### config.mk
export PLATFORM = sky130hd
export DESIGN_NAME = uart_rx_fsm
export DESIGN_NICKNAME = d
export VERILOG_FILES = /design/src/rtl/uart_rx_fsm.sv
export SDC_FILE = /design/constraint.sdc
export NUM_CORES = 1
export LEC_CHECK = 0
export ABC_AREA = 1
export ABC_CLOCK_PERIOD_IN_PS = 2500
export CAP_MARGIN = 20
export CORE_ASPECT_RATIO = 0.5
export CORE_UTILIZATION = 50
export CTS_CLUSTER_DIAMETER = 80
export DETAILED_ROUTE_END_ITERATION = 16
export PLACE_DENSITY = 0.82
export SLEW_MARGIN = 15
export SYNTH_ARGS = -nofsm -noshare
export SYNTH_HDL_FRONTEND = slang
export SYNTH_SLANG_ARGS = --single-unit
export TNS_END_PERCENT = 30
### constraint.sdc
create_clock -name CLK -period 2.5 [get_ports CLK]
set_clock_uncertainty 0.15 [all_clocks]
set_input_delay 0.625 -clock CLK [delete_from_list [all_inputs] [get_ports CLK]]
set_output_delay 0.625 -clock CLK [all_outputs]
set_load 0.02 [all_outputs]
### src/rtl/uart_rx_fsm.sv
// uart_rx_fsm: receive-side UART frame controller.
// Oversamples RX_IN by a runtime prescale (8/16/32, anything else -> 8),
// rejects start-bit glitches, recovers DATA_WIDTH bits LSB-first, checks
// optional parity and the stop bit, and strobes the result for one cycle.
// Optional feature macro: UART_RX_MAJORITY_VOTE_EN (3-sample majority vote
// around mid-bit; when undefined a single mid-bit sample is used).
module uart_rx_fsm #(
  parameter int DATA_WIDTH = 8
) (
  input  logic                  CLK,
  input  logic                  RST,
  input  logic                  RX_IN,
  input  logic                  PAR_EN,
  input  logic                  PAR_TYP,
  input  logic [5:0]            Prescale,
  output logic [DATA_WIDTH-1:0] P_DATA,
  output logic                  data_valid,
  output logic                  par_err,
  output logic                  stp_err
);

  localparam int BW = (DATA_WIDTH > 1) ? $clog2(DATA_WIDTH) : 1;
  localparam logic [BW-1:0] LAST_BIT = BW'(DATA_WIDTH - 1);

  typedef enum logic [2:0] {
    IDLE  = 3'd0,
    START = 3'd1,
    DATA  = 3'd2,
    PAR   = 3'd3,
    STOP  = 3'd4
  } state_t;

  // Only 16 and 32 are honoured; every other prescale runs as 8.
  function automatic logic [5:0] legal_prescale(input logic [5:0] p);
    logic [5:0] r;
    case (p)
      6'd16:   r = 6'd16;
      6'd32:   r = 6'd32;
      default: r = 6'd8;
    endcase
    return r;
  endfunction

  // Expected parity bit: XOR of the data for even, XNOR for odd.
  function automatic logic expected_parity(input logic [DATA_WIDTH-1:0] d,
                                           input logic odd);
    return (^d) ^ odd;
  endfunction

  state_t                state;
  state_t                state_nxt;
  logic [5:0]            edge_cnt;
  logic [5:0]            edge_cnt_nxt;
  logic [BW-1:0]         bit_cnt;
  logic [BW-1:0]         bit_cnt_nxt;
  logic [DATA_WIDTH-1:0] shreg;
  logic [DATA_WIDTH-1:0] shreg_nxt;
  logic                  par_bad;
  logic                  par_bad_nxt;
  logic                  cfg_load;
  logic                  frame_done;
  logic                  par_en_q;
  logic                  par_typ_q;
  logic [5:0]            pre_q;
  logic [5:0]            mid;
  logic [5:0]            last_edge;
  logic [5:0]            dec_edge;
  logic                  is_dec;
  logic                  is_last;
  logic                  bit_val;

  assign mid       = {1'b0, pre_q[5:1]};
  assign last_edge = pre_q - 6'd1;
  assign is_dec    = (edge_cnt == dec_edge);
  assign is_last   = (edge_cnt == last_edge);

`ifdef UART_RX_MAJORITY_VOTE_EN
  function automatic logic majority3(input logic [2:0] s);
    return (s[0] & s[1]) | (s[0] & s[2]) | (s[1] & s[2]);
  endfunction

  logic [2:0] smp;

  assign dec_edge = mid + 6'd2;
  assign bit_val  = majority3(smp);

  // Capture three line samples straddling mid-bit for the vote
  always_ff @(posedge CLK) begin
    if (RST) begin
      smp <= 3'b111;
    end else begin
      if (edge_cnt == (mid - 6'd1)) smp[0] <= RX_IN;
      if (edge_cnt == mid)          smp[1] <= RX_IN;
      if (edge_cnt == (mid + 6'd1)) smp[2] <= RX_IN;
    end
  end
`else
  logic smp;

  assign dec_edge = mid + 6'd1;
  assign bit_val  = smp;

  // Capture the single mid-bit line sample
  always_ff @(posedge CLK) begin
    if (RST) begin
      smp <= 1'b1;
    end else if (edge_cnt == mid) begin
      smp <= RX_IN;
    end
  end
`endif

  // Next-state, counter and shift-register decisions
  always_comb begin
    state_nxt    = state;
    edge_cnt_nxt = is_last ? 6'd0 : (edge_cnt + 6'd1);
    bit_cnt_nxt  = bit_cnt;
    shreg_nxt    = shreg;
    par_bad_nxt  = par_bad;
    cfg_load     = 1'b0;
    frame_done   = 1'b0;
    case (state)
      IDLE: begin
        if (!RX_IN) begin
          // The detect cycle itself is edge 0 of the start bit.
          state_nxt    = START;
          edge_cnt_nxt = 6'd1;
          par_bad_nxt  = 1'b0;
          cfg_load     = 1'b1;
        end else begin
          edge_cnt_nxt = 6'd0;
        end
      end
      START: begin
        if (is_dec && bit_val) begin
          state_nxt    = IDLE;
          edge_cnt_nxt = 6'd0;
        end else if (is_last) begin
          state_nxt   = DATA;
          bit_cnt_nxt = '0;
        end else begin
          state_nxt = START;
        end
      end
      DATA: begin
        if (is_dec) begin
          shreg_nxt = {bit_val, shreg[DATA_WIDTH-1:1]};
        end else begin
          shreg_nxt = shreg;
        end
        if (is_last) begin
          if (bit_cnt == LAST_BIT) begin
            state_nxt = par_en_q ? PAR : STOP;
          end else begin
            bit_cnt_nxt = bit_cnt + BW'(1);
          end
        end else begin
          state_nxt = DATA;
        end
      end
      PAR: begin
        if (is_dec) begin
          par_bad_nxt = bit_val ^ expected_parity(shreg, par_typ_q);
        end else begin
          par_bad_nxt = par_bad;
        end
        if (is_last) begin
          state_nxt = STOP;
        end else begin
          state_nxt = PAR;
        end
      end
      STOP: begin
        // Leave at the decision point so a following start bit is not missed.
        if (is_dec) begin
          state_nxt    = IDLE;
          edge_cnt_nxt = 6'd0;
          frame_done   = 1'b1;
        end else begin
          state_nxt = STOP;
        end
      end
      default: begin
        state_nxt    = IDLE;
        edge_cnt_nxt = 6'd0;
      end
    endcase
  end

  // State, counters, shift register and per-frame configuration latch
  always_ff @(posedge CLK) begin
    if (RST) begin
      state     <= IDLE;
      edge_cnt  <= 6'd0;
      bit_cnt   <= '0;
      shreg     <= '0;
      par_bad   <= 1'b0;
      par_en_q  <= 1'b0;
      par_typ_q <= 1'b0;
      pre_q     <= 6'd8;
    end else begin
      state    <= state_nxt;
      edge_cnt <= edge_cnt_nxt;
      bit_cnt  <= bit_cnt_nxt;
      shreg    <= shreg_nxt;
      par_bad  <= par_bad_nxt;
      if (cfg_load) begin
        par_en_q  <= PAR_EN;
        par_typ_q <= PAR_TYP;
        pre_q     <= legal_prescale(Prescale);
      end
    end
  end

  // Registered frame result: one-cycle strobes, data held until next good frame
  always_ff @(posedge CLK) begin
    if (RST) begin
      P_DATA     <= '0;
      data_valid <= 1'b0;
      par_err    <= 1'b0;
      stp_err    <= 1'b0;
    end else begin
      data_valid <= frame_done & bit_val & ~par_bad;
      par_err    <= frame_done & par_bad;
      stp_err    <= frame_done & ~bit_val;
      if (frame_done && bit_val && !par_bad) begin
        P_DATA <= shreg;
      end
    end
  end

endmodule

==> results.json, run 1 <==
{
  "cts-root-buf": "clkbuf_8",
  "port_buffers": 21,
  "clock_latency_ns": 0.29,
  "final_antenna_net_count": 0,
  "die_w_um": 90.64,
  "grt_pass1_vias": 1629,
  "yosys_warnings": 0,
  "fillCellCount": 316,
  "grt_max_degree": 17,
  "hold_end": "P_DATA[7]$_SDFFE_PP0P_",
  "synth.yosys.seq_area_share_pct": 38.73,
  "synthTopCellsByArea": "dfxtp_1 (39%), nand2_1 (13%), nor2_1 (7.6%)",
  "final_nets": 318,
  "dr_total_vias": 1801,
  "crit_path_end_kind": "output port",
  "mostFrequentLayoutCell": "nand2_1",
  "coreArea_um2": 3585,
  "avgSynthCellArea_um2": 7.117,
  "clkSlewWorstSetupHoldPaths_ns": 0.08,
  "gp_congestion": 0.8552,
  "pin_count": 22,
  "maxCapViolations": 0,
  "timing.final.crit_share_pct": 80.77,
  "chipHeight_um": 46.32,
  "wl_met1_um": 1957,
  "p_leak_uw": 0.0009443,
  "worstPathMaxFanout": 2,
  "min_from": "P_DATA[7]$_SDFFE_PP0P_",
  "cts.sinks": 38,
  "gr-total-overflow": 0,
  "r2r_setup_slack_ns": 0.52,
  "placed_area_um2": 2228,
  "rows": 15,
  "die-area_um2": 4198,
  "wl_met2_um": 1820,
  "worstHoldPathType": "reg2reg",
  "power.density_nw_per_um2": 514.7,
  "r2r_start": "pre_q[3]$_SDFFE_PP1P_",
  "grt_usage_pct": 20.86,
  "drt-wirelength-per-cell_um": 11.28,
  "dpl.hpwl_um": 3036,
  "rsz0062_at_grt": "no",
  "design_area_um2": 2323,
  "syn-num-nets": 293,
  "synth_top_cell_area_share_pct": 38.73,
  "cts_resized": 0,
  "highest_layer": "met4",
  "r2r_cells": 14,
  "clk_path_buf_depth": 2,
  "hold_violations": 0,
  "wl_um": 3982,
  "critical-path-max-stage-delay_ns": 0.60,
  "postCtsHoldBufs": 0,
  "via_per_inst": 5.102,
  "critPathRequiredTime_ns": 1.73,
  "tns_ns": 0,
  "path_cells": "clkdlybuf4s50_1",
  "multi_input_area_um2": 1077,
  "synth_cell_type_count": 32,
  "first_pass_iters": 5,
  "drtIter0Drc": 88,
  "cts_max_level": 2,
  "slowest_stage": "clkdlybuf4s50_1",
  "route.met3.wl_um": 173,
  "drc": 0,
  "start_util_pct": 54.80,
  "timing.rr.end": "bit_cnt[1]$_SDFFE_PP0P_",
  "final_cell_mix": "nand2_1 (66), nor2_1 (40), dfxtp_1 (38)",
  "cts_buffers": 5,
  "setup_viol": 0,
  "start_kind": "register",
  "cp_top_family": "buffers and inverters",
  "area_growth_pct": 18.28,
  "worst-slew-pin-transition_ns": 0.6349,
  "crit_arrival_ns": 1.24,
  "crit_type": "reg2out",
  "peakVddDrop_mv": 0.2823,
  "max_slew_margin_pct": 57.54,
  "cts_tree": "yes",
  "drv_slew": 0,
  "postSynthCellCount": 276,
  "antenna_found_initial": 0,
  "min_period_ns": 2.019,
  "path_buf_inv": 1,
  "fmax_ghz": 0.4952,
  "min_path_cells": 2,
  "synth_area_leader_cell": "dfxtp_1",
  "ff_latch_area_um2": 760.7,
  "n_antenna_cell": 0,
  "cts_setup_buffers": 0,
  "synth_seq_cells": 38,
  "layout-drive-gt1-share_pct": 10.26,
  "grt_pass1_wl_um": 6782,
  "mappedNetlistArea_um2": 1964,
  "outcome": "completed"
}
[worst max-delay path by stage]
| stage | end | startpoint | slack, ns | cells past startpoint |
|---|---|---|---|---|
| finish | P_DATA[4] | P_DATA[4]$_SDFFE_PP0P_ | 0.48 | 1 |
| global route | bit_cnt[2]$_SDFFE_PP0P_ | pre_q[3]$_SDFFE_PP1P_ | 0.32 | 14 |
| CTS | P_DATA[4] | P_DATA[4]$_SDFFE_PP0P_ | 0.47 | 1 |
| detailed placement | par_bad$_SDFFE_PP0P_ | RX_IN | 0.45 | 7 |
| global placement | par_bad$_SDFFE_PP0P_ | RX_IN | 0.46 | 7 |
| floorplan | bit_cnt[2]$_SDFFE_PP0P_ | pre_q[3]$_SDFFE_PP1P_ | 0.74 | 14 |
[routing by layer]
metal	track usage [%]	vias to the layer above
li1	-	936
met1	24.98	817
met2	36.67	42
met3	4.950	6
met4	10.65	0
met5	0	-
[synthesized netlist by cell type (all sizes together)]
| master | n |
|---|---|
| xnor2 | 7 |
| clkinv | 1 |
| dfxtp | 38 |
| ha | 6 |
| o21ai | 12 |
| nor3 | 3 |
| nor2 | 45 |
| nand2b | 1 |
| xor2 | 3 |
| nand4 | 2 |
| a21oi | 24 |
| a31oi | 2 |
| buf | 2 |
| clkbuf | 2 |
| inv | 27 |
| nand3 | 24 |
| o22ai | 1 |
| nand3b | 2 |
| o211ai | 1 |
| a211oi | 1 |
| nand2 | 72 |
[kinds of logic after synthesis]
| family | count (synthesis) | synth area share, % |
|---|---|---|
| and+or+nand+nor | 149 | 35.29 |
| AOI/OAI and AO/OA | 41 | 11.27 |
| buffers and inverters | 32 | 6.434 |
| adders and majority gates | 6 | 3.822 |
| DFF | 38 | 38.73 |
| xor gates and xnor gates | 10 | 4.459 |
[report_power, final]
part           switching (uW)  internal, uW  leakage (uW)  total (uW)
Sequential               12.9           616      0.000308         629
Combinational            75.3          48.2      0.000589         124
Clock                     222           222     0.0000472         443
Total                     310           886      0.000944        1200
[state kept, by name, summed over array words and instances, names as in the netlist]
signal and flops:
P_DATA 8, shreg 8, edge_cnt 6, bit_cnt 3
pre_q 3, state 3, bit_val 1, data_valid 1
par_bad 1, par_en_q 1, par_err 1, par_typ_q 1
stp_err 1
[area by class of cell]
type | count | area share, %
Multi-Input combinational cell | 206 | 46.36
Sequential cell | 38 | 32.74
Timing Repair Buffer | 22 | 9.370
Inverter | 28 | 4.685
Clock buffer | 6 | 3.554
Tap cell | 51 | 2.746
Clock inverter | 2 | 0.5385
[metrics by stage]
step | power, uW | std cells | util [%] | hold WS (ns) | setup slack (ns)
after detailed placement | 766.0 | 345 | 62.16 | 0.3241 | 0.4477
after floorplan | 727.0 | 276 | - | 0.2936 | 0.7353
after global routing | 1253 | 353 | 64.82 | 0.3609 | 0.3223
after CTS | 1208 | 353 | 64.82 | 0.3409 | 0.4740
after global placement | 762.0 | 345 | 62.16 | 0.3163 | 0.4641
final | 1196 | 353 | 64.82 | 0.3374 | 0.4806
Note: power is estimated with default switching activity, not from simulation.
==> run 2, diff against run 1 <==
ABC_CLOCK_PERIOD_IN_PS = 1940   (was 2500)
clock period = 1.94 ns   (was 2.5 ns; I/O delays follow)
==> run 2 against run 1 <==
  * Global-route usage grew 0.54 points
  * Non-clock buffer count grew 7
  * Count of clock-buffer cells in the layout shrank 1
  * Largest cell class unchanged
==> results.json, run 2 (synthesis gave the netlist of run 1 again) <==
{
  "die-area_um2": 4198,
  "crit_arrival_ns": 1.24,
  "min_period_ns": 1.875,
  "grt_pass1_wl_um": 6844,
  "grt_max_degree": 16,
  "seqPwrFrac_pct": 45.3,
  "wl_um": 4516,
  "n_antenna_cell": 0,
  "path_buf_inv": 1,
  "drc": 0,
  "clkSlewWorstSetupHoldPaths_ns": 0.07,
  "crit_type": "reg2out",
  "finalPower_uw": 1797,
  "clock_latency_ns": 0.30,
  "critical-path-max-stage-delay_ns": 0.61,
  "cts_tree": "yes",
  "antenna_found_initial": 0,
  "crit_path_end_kind": "output port",
  "cts-root-buf": "clkbuf_8",
  "gp_congestion": 0.9233,
  "fmax_ghz": 0.5332,
  "critPathRequiredTime_ns": 1.30,
  "peakVddDrop_mv": 0.4438,
  "max_slew_margin_pct": 68.76,
  "start_kind": "register",
  "final_cell_mix": "nand2_1 (64), nor2_1 (40), dfxtp_1 (35)",
  "final_antenna_net_count": 0,
  "clk_path_buf_depth": 2,
  "p_int_uw": 1378,
  "die_w_um": 90.64,
  "area_growth_pct": 25.16,
  "via_per_inst": 5.142,
  "tns_ns": 0,
  "chipHeight_um": 46.32,
  "cts_buffers": 5,
  "dpl.hpwl_um": 3237,
  "sw_frac_of_total_pct": 23.34,
  "outcome": "completed",
  "first_pass_iters": 4,
  "mostFrequentLayoutCell": "nand2_1",
  "hold_violations": 0,
  "cts.sinks": 38,
  "r2r_cells": 13,
  "layout-drive-gt1-share_pct": 15.21,
  "worst-slew-pin-transition_ns": 0.4681,
  "path_depth": 1,
  "maxCapViolations": 0,
  "final_cells": 360,
  "worstPathMaxFanout": 1,
  "p_leak_uw": 0.0009968,
  "cp_top_family": "buffers and inverters",
  "grt_pass1_vias": 1590,
  "power.density_nw_per_um2": 731.0,
  "port_buffers": 21,
  "final_nets": 325,
  "coreArea_um2": 3585,
  "reg_top3": "P_DATA x8, shreg x8, edge_cnt x6",
  "netSwitchingPower_uw": 419.4,
  "drv_slew": 0,
  "gr-total-overflow": 0,
  "pin_count": 22,
  "drt-wirelength-per-cell_um": 12.54,
  "timing.final.crit_share_pct": 96.67,
  "drtIter0Drc": 132,
  "worstHoldPathType": "reg2reg",
  "rows": 15,
  "start_util_pct": 54.80,
  "min_path_cells": 2,
  "postCtsHoldBufs": 0,
  "pwr-share-clk_pct": 45.1,
  "grt_usage_pct": 21.40,
  "dr_total_vias": 1851,
  "place_inst": 347,
  "slowest_stage": "clkdlybuf4s50_1",
  "cts_max_level": 2,
  "path_cells": "clkdlybuf4s50_1",
  "p_comb_share_pct": 9.7,
  "setup_viol": 0
}
==> run 2: cell count changes in the layout (fill, tap and decap cells not counted), moves of 2 or more <==
cell / delta
inv_1: -2
dfxtp_2: +2
buf_4: +7
nand2_1: -2
bufinv_16: +2
dfxtp_1: -3
==> run 2: layout make-up <==
cell class	instances	area (um2)
Clock buffer	5	68.82
Clock inverter	3	68.82
Fill cell	309	1126
Inverter	28	111.4
Multi-Input combinational cell	206	1109
Sequential cell	38	767.0
Tap cell	51	63.81
Timing Repair Buffer	29	270.3
==> run 2: stage by stage <==
step	hold slack, ns	utilization (%)	cell area [um2]	setup slack (ns)
floorplan	0.2936	-	1964	0.1753
global placement	0.3154	62.58	2243	0.03839
detailed placement	0.3232	62.58	2243	-0.04686
CTS	0.3378	66.88	2397	0.0004228
global route	0.3591	68.59	2459	-0.004815
finish	0.3347	68.59	2459	0.06469
==> run 2: power groups by stage <==
| stage | clock, uW | sequential (uW) | combinational, uW |
|---|---|---|---|
| 3_5_place_dp | 0 | 829 | 159 |
| 6_report | 810 | 813 | 174 |
| 3_3_place_gp | 0 | 829 | 153 |
| 5_1_grt | 856 | 815 | 192 |
| 2_1_floorplan | 0 | 824 | 113 |
| 4_1_cts | 819 | 811 | 160 |
==> run 2: layer usage <==
layer	share of wire (%)	vias to the layer above	global-route usage (%)	wire length (um)
li1	-	955	-	-
met1	46	837	25.72	2066
met2	47	46	37.42	2121
met3	5.3	13	5.776	240
met4	1.9	0	9.677	87
met5	0	-	0	0
==> run 2: worst paths after layout <==
check | start | end | slack [ns]
max | stp_err$_SDFF_PP0_ | stp_err | 0.06
min | P_DATA[4]$_SDFFE_PP0P_ | P_DATA[4]$_SDFFE_PP0P_ | 0.33
max reg2reg | pre_q[3]$_SDFFE_PP1P_ | bit_cnt[1]$_SDFFE_PP0P_ | 0.12
min reg2reg | P_DATA[4]$_SDFFE_PP0P_ | P_DATA[4]$_SDFFE_PP0P_ | 0.33
==> run 2: timing repair <==
item / 4_1_cts / 5_1_grt
gates resized for setup: 1 / 12
setup endpoints to repair: 3 / 9
pin swaps: 2 / 6
buffers inserted: 2 / 3
hold endpoints to repair: 0 / 0
==> run 2: worst reg2reg max path: stages (launching register included) <==
cell     delay [ns]
dfxtp_4        0.38
inv_4          0.05
ha_4           0.26
nand2_1        0.06
nand2_2        0.08
nand2_2        0.05
nor2_2         0.14
nand2_2        0.11
nor2_2         0.13
nand2_2        0.09
nand2_4        0.08
nand2_1        0.05
nand2_1        0.05
nor2_1         0.05
